[src/rtl/fifo_rd_pkg.sv]
// Shared types and helpers for the FIFO read-side arbiter.
// Pointer-to-level math lives here so a write-side monitor can reuse it.
package fifo_rd_pkg;

  typedef enum logic {
    IDLE,
    BURST
  } state_t;

  localparam int N_DEF     = 16;
  localparam int DEPTH_DEF = 32'h6800;

  // Occupancy from wrap-bit pointers; caller truncates to pointer width.
  function automatic logic [31:0] ptr_level(
    input logic [31:0] wr,
    input logic [31:0] rd,
    input logic [31:0] depth,
    input int          n
  );
    logic [31:0] mask;
    logic [31:0] diff;
    mask = (32'd1 << (n - 1)) - 32'd1;
    diff = (wr ^ rd) >> (n - 1);
    if (diff[0] == 1'b0)
      ptr_level = (wr & mask) - (rd & mask);
    else
      ptr_level = depth - (rd & mask) + (wr & mask);
  endfunction

endpackage

[src/rtl/fifo_rd_arbiter_rr_pick.sv]
// Round-robin first-set-bit picker: scans upward from last+1, modulo NREQ.
// Purely combinational so other arbiters can drop it in.
module rr_pick #(
  parameter int NREQ = 4,
  parameter int IDW  = $clog2(NREQ)
) (
  input  logic [NREQ-1:0] req,
  input  logic [IDW-1:0]  last,
  output logic [IDW-1:0]  idx,
  output logic            valid
);

  logic [IDW-1:0] j;

  // Walk from farthest to nearest so the nearest set bit wins.
  always_comb begin
    idx   = '0;
    valid = 1'b0;
    j     = '0;
    for (int i = NREQ; i >= 1; i--) begin
      j = IDW'((int'(last) + i) % NREQ);
      if (req[j]) begin
        idx   = j;
        valid = 1'b1;
      end
    end
  end

endmodule

[src/rtl/fifo_rd_arbiter.sv]
// Round-robin burst arbiter for the FIFO read port, with read-valid pipe.
// Define FIFO_RD_ARB_PRIO0_EN to give requester 0 strict priority in IDLE.
module fifo_rd_arbiter
  import fifo_rd_pkg::*;
#(
  parameter int N         = N_DEF,
  parameter int DEPTH     = DEPTH_DEF,
  parameter int NREQ      = 4,
  parameter int BURST_MAX = 8,
  parameter int RD_LAT    = 1
) (
  input  logic                    rdClk,
  input  logic                    rdRst,
  input  logic [NREQ-1:0]         req,
  input  logic                    fifoEmpty,
  input  logic [N-1:0]            wrPtr,
  input  logic [N-1:0]            rdPtr,
  output logic                    rdEn,
  output logic [NREQ-1:0]         gnt,
  output logic                    rdValid,
  output logic [$clog2(NREQ)-1:0] rdId,
  output logic [N-1:0]            level
);

  localparam int IDW = $clog2(NREQ);
  localparam logic [7:0] CNT_LAST = 8'(BURST_MAX - 1);

  state_t         state, state_n;
  logic [IDW-1:0] owner, owner_n;
  logic [IDW-1:0] last_owner, last_n;
  logic [7:0]     burst_cnt, cnt_n;
  logic [IDW-1:0] rr_idx, pick_idx;
  logic           rr_vld;

  logic [RD_LAT-1:0] en_pipe;
  logic [IDW-1:0]    id_pipe [RD_LAT];

  rr_pick #(
    .NREQ (NREQ),
    .IDW  (IDW)
  ) u_pick (
    .req   (req),
    .last  (last_owner),
    .idx   (rr_idx),
    .valid (rr_vld)
  );

`ifdef FIFO_RD_ARB_PRIO0_EN
  assign pick_idx = req[0] ? '0 : rr_idx;
`else
  assign pick_idx = rr_idx;
`endif

  always_comb begin
    state_n = state;
    owner_n = owner;
    last_n  = last_owner;
    cnt_n   = burst_cnt;
    gnt     = '0;
    rdEn    = 1'b0;
    unique case (state)
      IDLE: begin
        if (rr_vld) begin
          owner_n = pick_idx;
          cnt_n   = '0;
          state_n = BURST;
        end
      end
      BURST: begin
        gnt[owner] = 1'b1;
        rdEn = req[owner] & ~fifoEmpty;
        if (rdEn)
          cnt_n = burst_cnt + 8'd1;
        // Final read of a full burst still issues this cycle.
        if (!req[owner] || (rdEn && burst_cnt == CNT_LAST)) begin
          state_n = IDLE;
          last_n  = owner;
        end
      end
      default: state_n = IDLE;
    endcase
  end

  always_ff @(posedge rdClk) begin
    if (rdRst) begin
      state      <= IDLE;
      owner      <= '0;
      last_owner <= IDW'(NREQ - 1);
      burst_cnt  <= '0;
    end else begin
      state      <= state_n;
      owner      <= owner_n;
      last_owner <= last_n;
      burst_cnt  <= cnt_n;
    end
  end

  // Reset drops any read still in flight.
  always_ff @(posedge rdClk) begin
    if (rdRst) begin
      en_pipe <= '0;
      for (int i = 0; i < RD_LAT; i++)
        id_pipe[i] <= '0;
    end else begin
      en_pipe[0] <= rdEn;
      id_pipe[0] <= owner;
      for (int i = 1; i < RD_LAT; i++) begin
        en_pipe[i] <= en_pipe[i-1];
        id_pipe[i] <= id_pipe[i-1];
      end
    end
  end

  assign rdValid = en_pipe[RD_LAT-1];
  assign rdId    = id_pipe[RD_LAT-1];

  always_ff @(posedge rdClk) begin
    if (rdRst)
      level <= '0;
    else
      level <= N'(ptr_level(32'(wrPtr), 32'(rdPtr),
                            32'(DEPTH), N));
  end

endmodule

[config.mk]
export PLATFORM = sky130hd
export DESIGN_NAME = fifo_rd_arbiter
export DESIGN_NICKNAME = d
export VERILOG_FILES = /design/src/rtl/fifo_rd_pkg.sv /design/src/rtl/fifo_rd_arbiter_rr_pick.sv /design/src/rtl/fifo_rd_arbiter.sv
export SDC_FILE = /design/constraint.sdc
export NUM_CORES = 1
export LEC_CHECK = 0
export CAP_MARGIN = 15
export CELL_PAD_IN_SITES_DETAIL_PLACEMENT = 1
export CELL_PAD_IN_SITES_GLOBAL_PLACEMENT = 1
export CORE_MARGIN = 3
export CORE_UTILIZATION = 24
export CTS_CLUSTER_SIZE = 40
export DETAILED_ROUTE_END_ITERATION = 10
export HOLD_SLACK_MARGIN = 0.1
export PLACE_DENSITY_LB_ADDON = 0.1
export RECOVER_POWER = 50
export SYNTH_ARGS = -nofsm -noshare
export SYNTH_HDL_FRONTEND = slang
export SYNTH_SLANG_ARGS = --single-unit
[constraint.sdc]
create_clock -name rdClk -period 4.61 [get_ports rdClk]
set_input_delay 0.461 -clock rdClk [delete_from_list [all_inputs] [get_ports rdClk]]
set_output_delay 0.461 -clock rdClk [all_outputs]
set_load 0.03 [all_outputs]
### Word level (Yosys, flattened, before mapping)

Memory sizes are Yosys's and may differ from the RTL's.
Cells that the tools add are included.

* register bits: 30
* memory bits (writable): 2
* input port bits: 39
* output and inout port bits: 24
* logic and storage cells: 70
* memories: 1

Memories
* id_pipe: depth 1, width 2, rd ports 1, clocked after Yosys merged registers in 0, wr ports 1, line fifo_rd_arbiter.sv:36 `logic [IDW-1:0] id_pipe [RD_LAT];`

* add/subtract/negate cells: 8
* order comparisons: 6
* eq/ne operators: 3
* muxes and demuxes: 34
* bitwise logic cells: 4
* reductions and logical operators: 8

Operator list (number)
* $mux W1: 17
* $add A16 B16 Y16: 1
* $mux W16: 1
* $mux W8: 2
* $pmux W8 S2: 1
* $sub A15 B15 Y16: 1
* $sub A15 B15 Y16 const A: 1
* $xor A16 B16 Y16: 1
* $lt A2 B3 Y1 const B: 5
* $bmux W1 S2: 5
* $mux W2: 5
* $add A8 B1 Y8 const B: 1
* $eq A8 B3 Y1 const B: 1
* $reduce_and A2 Y1: 3
* $add A2 B1 Y2 const B: 2
* $add A2 B2 Y2 const B: 2
* $mux W4: 1
* $demux W1 S2: 1
* $ge A2 B1 Y1 const B: 1
* $logic_and A1 B1 Y1: 2
* $ne A2 B1 Y1 const B: 1
* $ne A2 B2 Y1 const B: 1
* $not A1 Y1: 2
* $pmux W1 S2: 1
* 4 further kinds: 4

### Logic depth before layout (Yosys ltp)

Gate-level depths: netlist of run 1.

* depth in word-level cells: 9
* depth in mapped cells: 12
* depth with buffers taken out: 12

### Cells and area by module

From an unflattened synthesis of run 1, not the netlist that was laid out.

* cells, all modules: 390
* area total of the unflattened synthesis: 3104.2 um^2

By module, submodules not included
* fifo_rd_arbiter: times used 1, cells each 376, area an instance 3012.9 um^2, sequential area each 640.6 um^2
* rr_pick: times used 1, cells each 14, area an instance 91.3 um^2, sequential area each 0.0 um^2

### Worst setup path before layout of run 1

OpenSTA, ideal clock, no wires.

* kind: input -> register
* start: input rdPtr[2]
* end: register level[15]
* setup time: 0.117 ns
* data arrival time: 2.603 ns
* data required time: 4.493 ns
* slack: 1.890 ns
* stages on the path: 12
* buffers on the path: 1
* cells stage by stage: inv_1 -> ha_1 -> buf_6 -> xor2_1 -> ha_1 -> a21oi_1 -> o21ai_0 -> nand4b_1 -> nand3b_1 -> nor4bb_1 -> or4_1 -> a32o_1

* cells in the longest elaborated chain, start to end: 3
* elaborated cells on any way between the ends: 4
* those cells by class: add/sub (3); mux (1)

Ends and longest elaborated chain
* start, declared: line fifo_rd_arbiter.sv:17 `input logic [N-1:0] rdPtr,`
* $sub A15 B15 Y16: line fifo_rd_pkg.sv:27 `ptr_level = depth - (rd & mask) + (wr & mask);`
* $add A16 B16 Y16: line fifo_rd_pkg.sv:27
* $mux W16 *: line fifo_rd_pkg.sv:24 `if (diff[0] == 1'b0)`
* end signal, assigned: line fifo_rd_arbiter.sv:121 `level <= N'(ptr_level(32'(wrPtr), 32'(rdPtr),`
* end, declared: line fifo_rd_arbiter.sv:22 `output logic [N-1:0] level`

Every way passes the cells marked *; elsewhere a longest branch is shown, timed or not.
A chain may end at the register's enable or synchronous reset.

### Final worst setup path of run 1

* start: input rdPtr[5]
* end: register level[15]

The elaborated chain is that of the path after synthesis.

==> results of run 1 <==
-- path summary, 6_finish.rpt --
kind,depth (start not counted),endpoint,startpoint,slack [ns]
worst min register to register,2,burst_cnt[7]$_SDFFE_PP0P_,burst_cnt[7]$_SDFFE_PP0P_,0.51
worst max-delay path,11,level[15]$_SDFF_PP0_,rdPtr[5],1.44
worst min-delay path,2,burst_cnt[7]$_SDFFE_PP0P_,burst_cnt[7]$_SDFFE_PP0P_,0.51
worst max register to register,4,last_owner[0]$_SDFFE_PP1P_,burst_cnt[5]$_SDFFE_PP0P_,2.54
-- logic make-up (layout without fill, tap and decap cells) --
| logic type | count (synthesis) | count (layout) | synth area share |
|---|---|---|---|
| AO/OA/AOI/OAI | 108 | 108 | 0.2479 |
| XOR/XNOR | 22 | 22 | 0.06247 |
| adder cells (fa/ha/maj) | 41 | 41 | 0.1834 |
| buffers and inverters | 61 | 121 | 0.07789 |
| flip-flops | 32 | 32 | 0.2077 |
| multiplexers | 1 | 1 | 0.007302 |
| AND/OR/NAND/NOR | 127 | 127 | 0.2134 |
-- power by group through the flow --
stage | sequential [mW] | combinational (mW) | clock (mW)
floorplan | 0.369 | 0.266 | 0
global placement | 0.327 | 0.473 | 0
detailed placement | 0.328 | 0.475 | 0
CTS | 0.322 | 0.478 | 0.404
global route | 0.324 | 0.513 | 0.413
finish | 0.320 | 0.463 | 0.384
-- through the flow --
step	hold WS, ns	worst slack [ns]	utilization	cell area, um^2
after detailed placement	0.5085	1.155	0.3162	3877
after global placement	0.5039	1.172	0.3162	3877
after floorplan	0.4777	1.890	-	3084
after global routing	0.5367	1.250	0.3293	4038
after CTS	0.5192	1.447	0.3296	4041
final	0.5133	1.444	0.3293	4038
-- cells in the final DEF, fill, tap and decap left out, drive strengths merged, types with 3 or more instances in the layout --
| master | Yosys | routed |
|---|---|---|
| a21oi | 31 | 31 |
| clkbuf | 7 | 7 |
| nand4 | 3 | 3 |
| a31oi | 9 | 9 |
| xnor2 | 10 | 10 |
| or4 | 3 | 3 |
| clkdlybuf4s50 | 0 | 42 |
| a211oi | 6 | 6 |
| dlygate4sd3 | 0 | 20 |
| ha | 34 | 34 |
| fa | 7 | 7 |
| nor2b | 13 | 13 |
| a311o | 3 | 3 |
| a2111oi | 4 | 4 |
| and2 | 4 | 4 |
| dfxtp | 32 | 32 |
| nor2 | 31 | 31 |
| nand3b | 6 | 6 |
| xor2 | 12 | 12 |
| and3 | 5 | 5 |
| o21ai | 21 | 21 |
| o21a | 6 | 6 |
| or3 | 4 | 4 |
| a211o | 4 | 4 |
| nand2 | 25 | 25 |
| o211ai | 5 | 5 |
| nand2b | 6 | 6 |
| nand3 | 12 | 12 |
| inv | 48 | 48 |
| nor3 | 7 | 7 |
-- worst register-to-register path: cells and delay by family (launching register included) --
kind	cells	cell delay, ns
flops	1	0.32
simple gates	1	0.52
compound gates	3	1.11
-- state kept, by name, indices dropped and copies added (netlist names) --
register	cells
state	1
id_pipe	2
level	16
burst_cnt	8
rdValid	1
owner	2
last_owner	2
-- final cells by class --
type | instances | area share
Timing Repair Buffer | 65 | 0.1584
Multi-Input combinational cell | 299 | 0.5457
Clock inverter | 2 | 0.008677
Clock buffer | 6 | 0.03192
Sequential cell | 32 | 0.1587
Tap cell | 168 | 0.05206
Inverter | 48 | 0.04462
-- layer usage --
layer | wire, um | track usage | up-vias | part of all wire
met1 | 4471 | 0.1705 | 1400 | 0.49
met2 | 4333 | 0.2239 | 53 | 0.47
met5 | 0 | 0 | - | 0
met3 | 263 | 0.02184 | 7 | 0.029
met4 | 84 | 0.02720 | 0 | 0.0092
li1 | - | - | 1495 | -
==> flow_summary.json, run 1 <==
{
  "fin_setup_tns_ns": 0,
  "crit_arrival_ns": 3.34,
  "synth_most_common_cell": "inv_1",
  "stdcell_count": 620,
  "grt_first_pass_wirelength_mm": 15.16,
  "ant_nets": 0,
  "clk_pin_slew_worst_paths_ns": 0.05,
  "drive_gt1_frac": 0.04646,
  "clkPwrFrac": 0.329,
  "cts.htree.levels": 2,
  "seq_area_um2": 640.6,
  "vias": 2955,
  "p_leak_nw": 1.725,
  "num_io_pins": 63,
  "routed_wire_length_per_instance_um": 14.76,
  "crit_buf_inv": 2,
  "power_switching_uw": 413.9,
  "critPathKind": "in2reg",
  "insertedDiodeCount": 0,
  "n_fill_cell": 1504,
  "synthArstFlopShare": 0,
  "crit_family": "simple AND/OR/NAND/NOR gates",
  "post_cts_buffers": 0,
  "numCtsBuffers": 5,
  "final-hold-violation-count": 0,
  "p_total_mw": 1.167,
  "crit_top_cell": "ha_1",
  "ys_seq_area_frac": 0.2077,
  "max_stage_delay_ns": 0.50,
  "outcome": "completed",
  "cts_tree": "built",
  "fin_skew_ns": 0.005605,
  "yosysTopAreaCell": "dfxtp_1",
  "cts_root_buffer": "clkbuf_16",
  "synth_cell_types": 61,
  "synth_area_leaders": "dfxtp_1, ha_1, inv_1, a21oi_1, fa_1",
  "rsz0062_at_grt": "no",
  "synth_edf_count": 0,
  "dieHeight_um": 119.4,
  "ys_warn_count": 0,
  "postSynthAreaPerCell_um2": 7.868,
  "viasPerCell": 4.766,
  "period_share": 0.6868,
  "cpMaxStageDelayCell": "clkdlybuf4s50_1",
  "multi_input_area_um2": 2203,
  "cts.repair.resized": 0,
  "internal_power_uw": 753.3,
  "wl_mm": 9.152,
  "drtIter0Drc": 127,
  "dieArea_um2": 14250,
  "synth_top_area_share": 0.2077,
  "slew_viol_final": 0,
  "netlist_top_cells_count": "inv_1, ha_1, dfxtp_1",
  "area_growth_pct": 30.91,
  "grt_max_degree": 31,
  "grt-ovfl-total": 0,
  "relSlewSlack": 0.004024,
  "p_comb_frac": 0.397,
  "hold_path_class": "reg2reg",
  "dp_cells": 612,
  "setup_viol": 0,
  "critical_path_required_ns": 4.78,
  "gp_congestion": 0.7655,
  "dp_hpwl_mm": 7.423,
  "numClockSinks": 32,
  "cp_max_fo": 6,
  "rows": 40,
  "coreArea_um2": 12260,
  "die_x_um": 119.4,
  "final.min_clock_period_ns": 3.166,
  "syn_nets": 472,
  "powerDensity_nw_per_um2": 289.1,
  "io_buffers": 62,
  "drcViolationCount": 0,
  "worstPathCellList": "clkdlybuf4s50_1 > inv_1 > ha_1 > ha_1 > nor2b_1 > o21a_1 > a31oi_1 > nand3b_1 > nor4bb_1 > or4_1 > a32o_1",
  "initial_core_util": 0.2515,
  "ys_ff_latch": 32,
  "swShare": 0.3546,
  "peakVddDrop_uv": 169.5,
  "worstSkewPairLatency_ns": 0.28,
  "worst_pin_slew_ns": 1.494,
  "dr.pass1.iters": 4,
  "maxCapViolCount": 0,
  "cts_buffer_depth": 2,
  "synth-main-ff-cell": "dfxtp_1",
  "antenna_found_initial": 0,
  "synthesis.area_um2": 3084,
  "finalNetCount": 531,
  "syn_inst": 392,
  "startpoint_type": "input pin",
  "seqPwrFrac": 0.274,
  "timing.fmax_ghz": 0.3158,
  "grtUsageTotal": 0.1299,
  "end_kind": "flip-flop",
  "grt_pass1_vias": 2999,
  "cts_hold_buf": 0
}
Note: power is estimated with default switching activity, not from simulation.
==> run 2: changes to the inputs <==
Clock period 4.61 ns to 3.1 ns, I/O delays scaled along.
==> run 2 against run 1 <==
Clock power is 50% higher. Clock skew rose by 0.0020 ns. Register-to-register slack lost 1.5 ns. Core utilization grew 2.2 points. Wire length grew 3.1%. Sequential power is 48% higher. Critical path type unchanged.
==> flow_summary.json, run 2 (same netlist as run 1, synthesis figures left out) <==
{
  "antenna_found_initial": 0,
  "powerDensity_nw_per_um2": 416.4,
  "reg2reg_depth": 8,
  "worstSkewPairLatency_ns": 0.28,
  "final.min_clock_period_ns": 2.921,
  "grt_pass1_vias": 3144,
  "worstPathCellList": "clkdlybuf4s50_1 > inv_1 > ha_1 > inv_1 > fa_1 > a211oi_1 > buf_4 > o21ai_2 > a211oi_2 > o21ai_1 > a2111oi_2 > a211o_1",
  "reg_top3": "level x16, burst_cnt x8",
  "grt-ovfl-total": 0,
  "finalNetCount": 565,
  "num_io_pins": 63,
  "mostFrequentLayoutCells": "inv_1, clkdlybuf4s50_1, buf_4",
  "p_total_mw": 1.796,
  "grt_first_pass_wirelength_mm": 15.70,
  "fin_setup_tns_ns": 0,
  "timing.fmax_ghz": 0.3423,
  "final-hold-violation-count": 0,
  "relSlewSlack": 0.5185,
  "viasPerCell": 4.817,
  "cts.htree.levels": 2,
  "largest_reg_flops": 16,
  "cp_max_fo": 4,
  "ant_nets": 0,
  "clk_pin_slew_worst_paths_ns": 0.06,
  "min_from": "burst_cnt[1]$_SDFFE_PP0P_",
  "hold_path_class": "reg2reg",
  "maxCapViolCount": 0,
  "stdcell_count": 654,
  "grtUsageTotal": 0.1337,
  "gp_congestion": 0.7760,
  "peakVddDrop_uv": 233.1,
  "cts_root_buffer": "clkbuf_16",
  "cts_buffer_depth": 2,
  "drcViolationCount": 0,
  "worstReg2RegEnd": "burst_cnt[7]$_SDFFE_PP0P_",
  "setup_viol": 0,
  "worst_pin_slew_ns": 0.7129,
  "die_x_um": 119.4,
  "drtIter0Drc": 117,
  "dp_hpwl_mm": 7.899,
  "max_stage_delay_ns": 0.50,
  "critical_path_required_ns": 3.33,
  "power_switching_uw": 631.5,
  "dieArea_um2": 14250,
  "dp_slack_ns": -0.1182,
  "numClockSinks": 32,
  "r2r_start": "owner[1]$_SDFFE_PP0P_",
  "end_kind": "flip-flop",
  "r2r_slack_ns": 1.03,
  "dp_cells": 646,
  "setup_ws_ns": 0.1785,
  "drive_gt1_frac": 0.1173,
  "swShare": 0.3516,
  "p_leak_nw": 1.894,
  "period_share": 0.9424,
  "outcome": "completed",
  "numCtsBuffers": 5,
  "critPathKind": "in2reg",
  "cts_tree": "built",
  "hold_path_depth": 2,
  "regMostFlops": "level",
  "vias": 3150,
  "fin_skew_ns": 0.007650,
  "rows": 40,
  "hold_end": "burst_cnt[1]$_SDFFE_PP0P_",
  "io_buffers": 62,
  "startpoint_type": "input pin",
  "slew_viol_final": 0,
  "dieHeight_um": 119.4,
  "rsz0062_at_grt": "no",
  "dr.pass1.iters": 4,
  "area_growth_pct": 39.84,
  "crit_top_cell": "inv_1",
  "initial_core_util": 0.2515,
  "routed_wire_length_per_instance_um": 14.43,
  "seqPwrFrac": 0.265,
  "final_common_cell": "inv_1",
  "crit_arrival_ns": 3.15,
  "clkPwrFrac": 0.320,
  "p_comb_frac": 0.415,
  "wl_mm": 9.435,
  "cpMaxStageDelayCell": "fa_1",
  "grt_max_degree": 30,
  "internal_power_mw": 1.164,
  "insertedDiodeCount": 0,
  "coreArea_um2": 12260,
  "post_cts_buffers": 0
}
run 2: cell types whose count changed in the layout (fill, tap and decap cells not counted):
cell / change
buf_4: +34
clkbuf_1: -2
clkdlybuf4s50_1: -2
dlygate4sd3_1: +2
a2111oi_2: -1
a2111oi_4: +1
clkbuf_4: +1
clkinvlp_4: +1
run 2: cell type report:
type	instances	area [um^2]
multi-input cells	299	2216
repair buffers	99	898.4
clock inverters	3	42.54
inverters	48	180.2
fillers	1492	7949
well taps	168	210.2
flip-flops and latches	32	640.6
clock buffers	5	125.1
run 2: what timing repair did:
action | in CTS | in global routing
hold buffers | 0 | 0
setup endpoints to repair | 0 | 1
gates resized for setup | 0 | 1
run 2: routing by layer:
metal | GRT usage | wire length [um] | part of all wire | up-vias
li1 | - | - | - | 1569
met1 | 0.1766 | 4454 | 0.47 | 1521
met2 | 0.2335 | 4609 | 0.49 | 54
met3 | 0.02564 | 335 | 0.036 | 6
met4 | 0.01432 | 36 | 0.0038 | 0
met5 | 0 | 0 | 0 | -
run 2: worst max-delay path, delay by kind of cell:
| kind | cells | cell delay [ns] |
|---|---|---|
| fa+ha+maj | 2 | 0.68 |
| buf+inv | 4 | 0.75 |
| compound gates | 6 | 1.39 |
run 2: how the worst max path moves through the flow:
stage | slack [ns] | start | end | cells after the start
finish | 0.18 | rdPtr[2] | level[12]$_SDFF_PP0_ | 12
global route | 0.01 | rdPtr[2] | level[12]$_SDFF_PP0_ | 12
CTS | 0.18 | rdPtr[2] | level[14]$_SDFF_PP0_ | 12
detailed placement | -0.12 | rdPtr[1] | level[15]$_SDFF_PP0_ | 12
global placement | -0.09 | rdPtr[2] | level[12]$_SDFF_PP0_ | 12
floorplan | 0.53 | rdPtr[2] | level[15]$_SDFF_PP0_ | 12
run 2: metrics by stage:
step | hold WS [ns] | utilization | area [um^2]
after floorplan | 0.4777 | - | 3084
after global placement | 0.5000 | 0.3370 | 4133
after detailed placement | 0.5131 | 0.3370 | 4133
after CTS | 0.5252 | 0.3507 | 4300
after global routing | 0.5610 | 0.3517 | 4313
final | 0.5205 | 0.3517 | 4313
run 2: power groups by stage:
| stage | clock (mW) | sequential, mW | combinational, mW |
|---|---|---|---|
| floorplan | 0 | 0.548 | 0.396 |
| global placement | 0 | 0.486 | 0.757 |
| detailed placement | 0 | 0.488 | 0.762 |
| CTS | 0.598 | 0.479 | 0.767 |
| global route | 0.609 | 0.481 | 0.829 |
| finish | 0.575 | 0.475 | 0.746 |
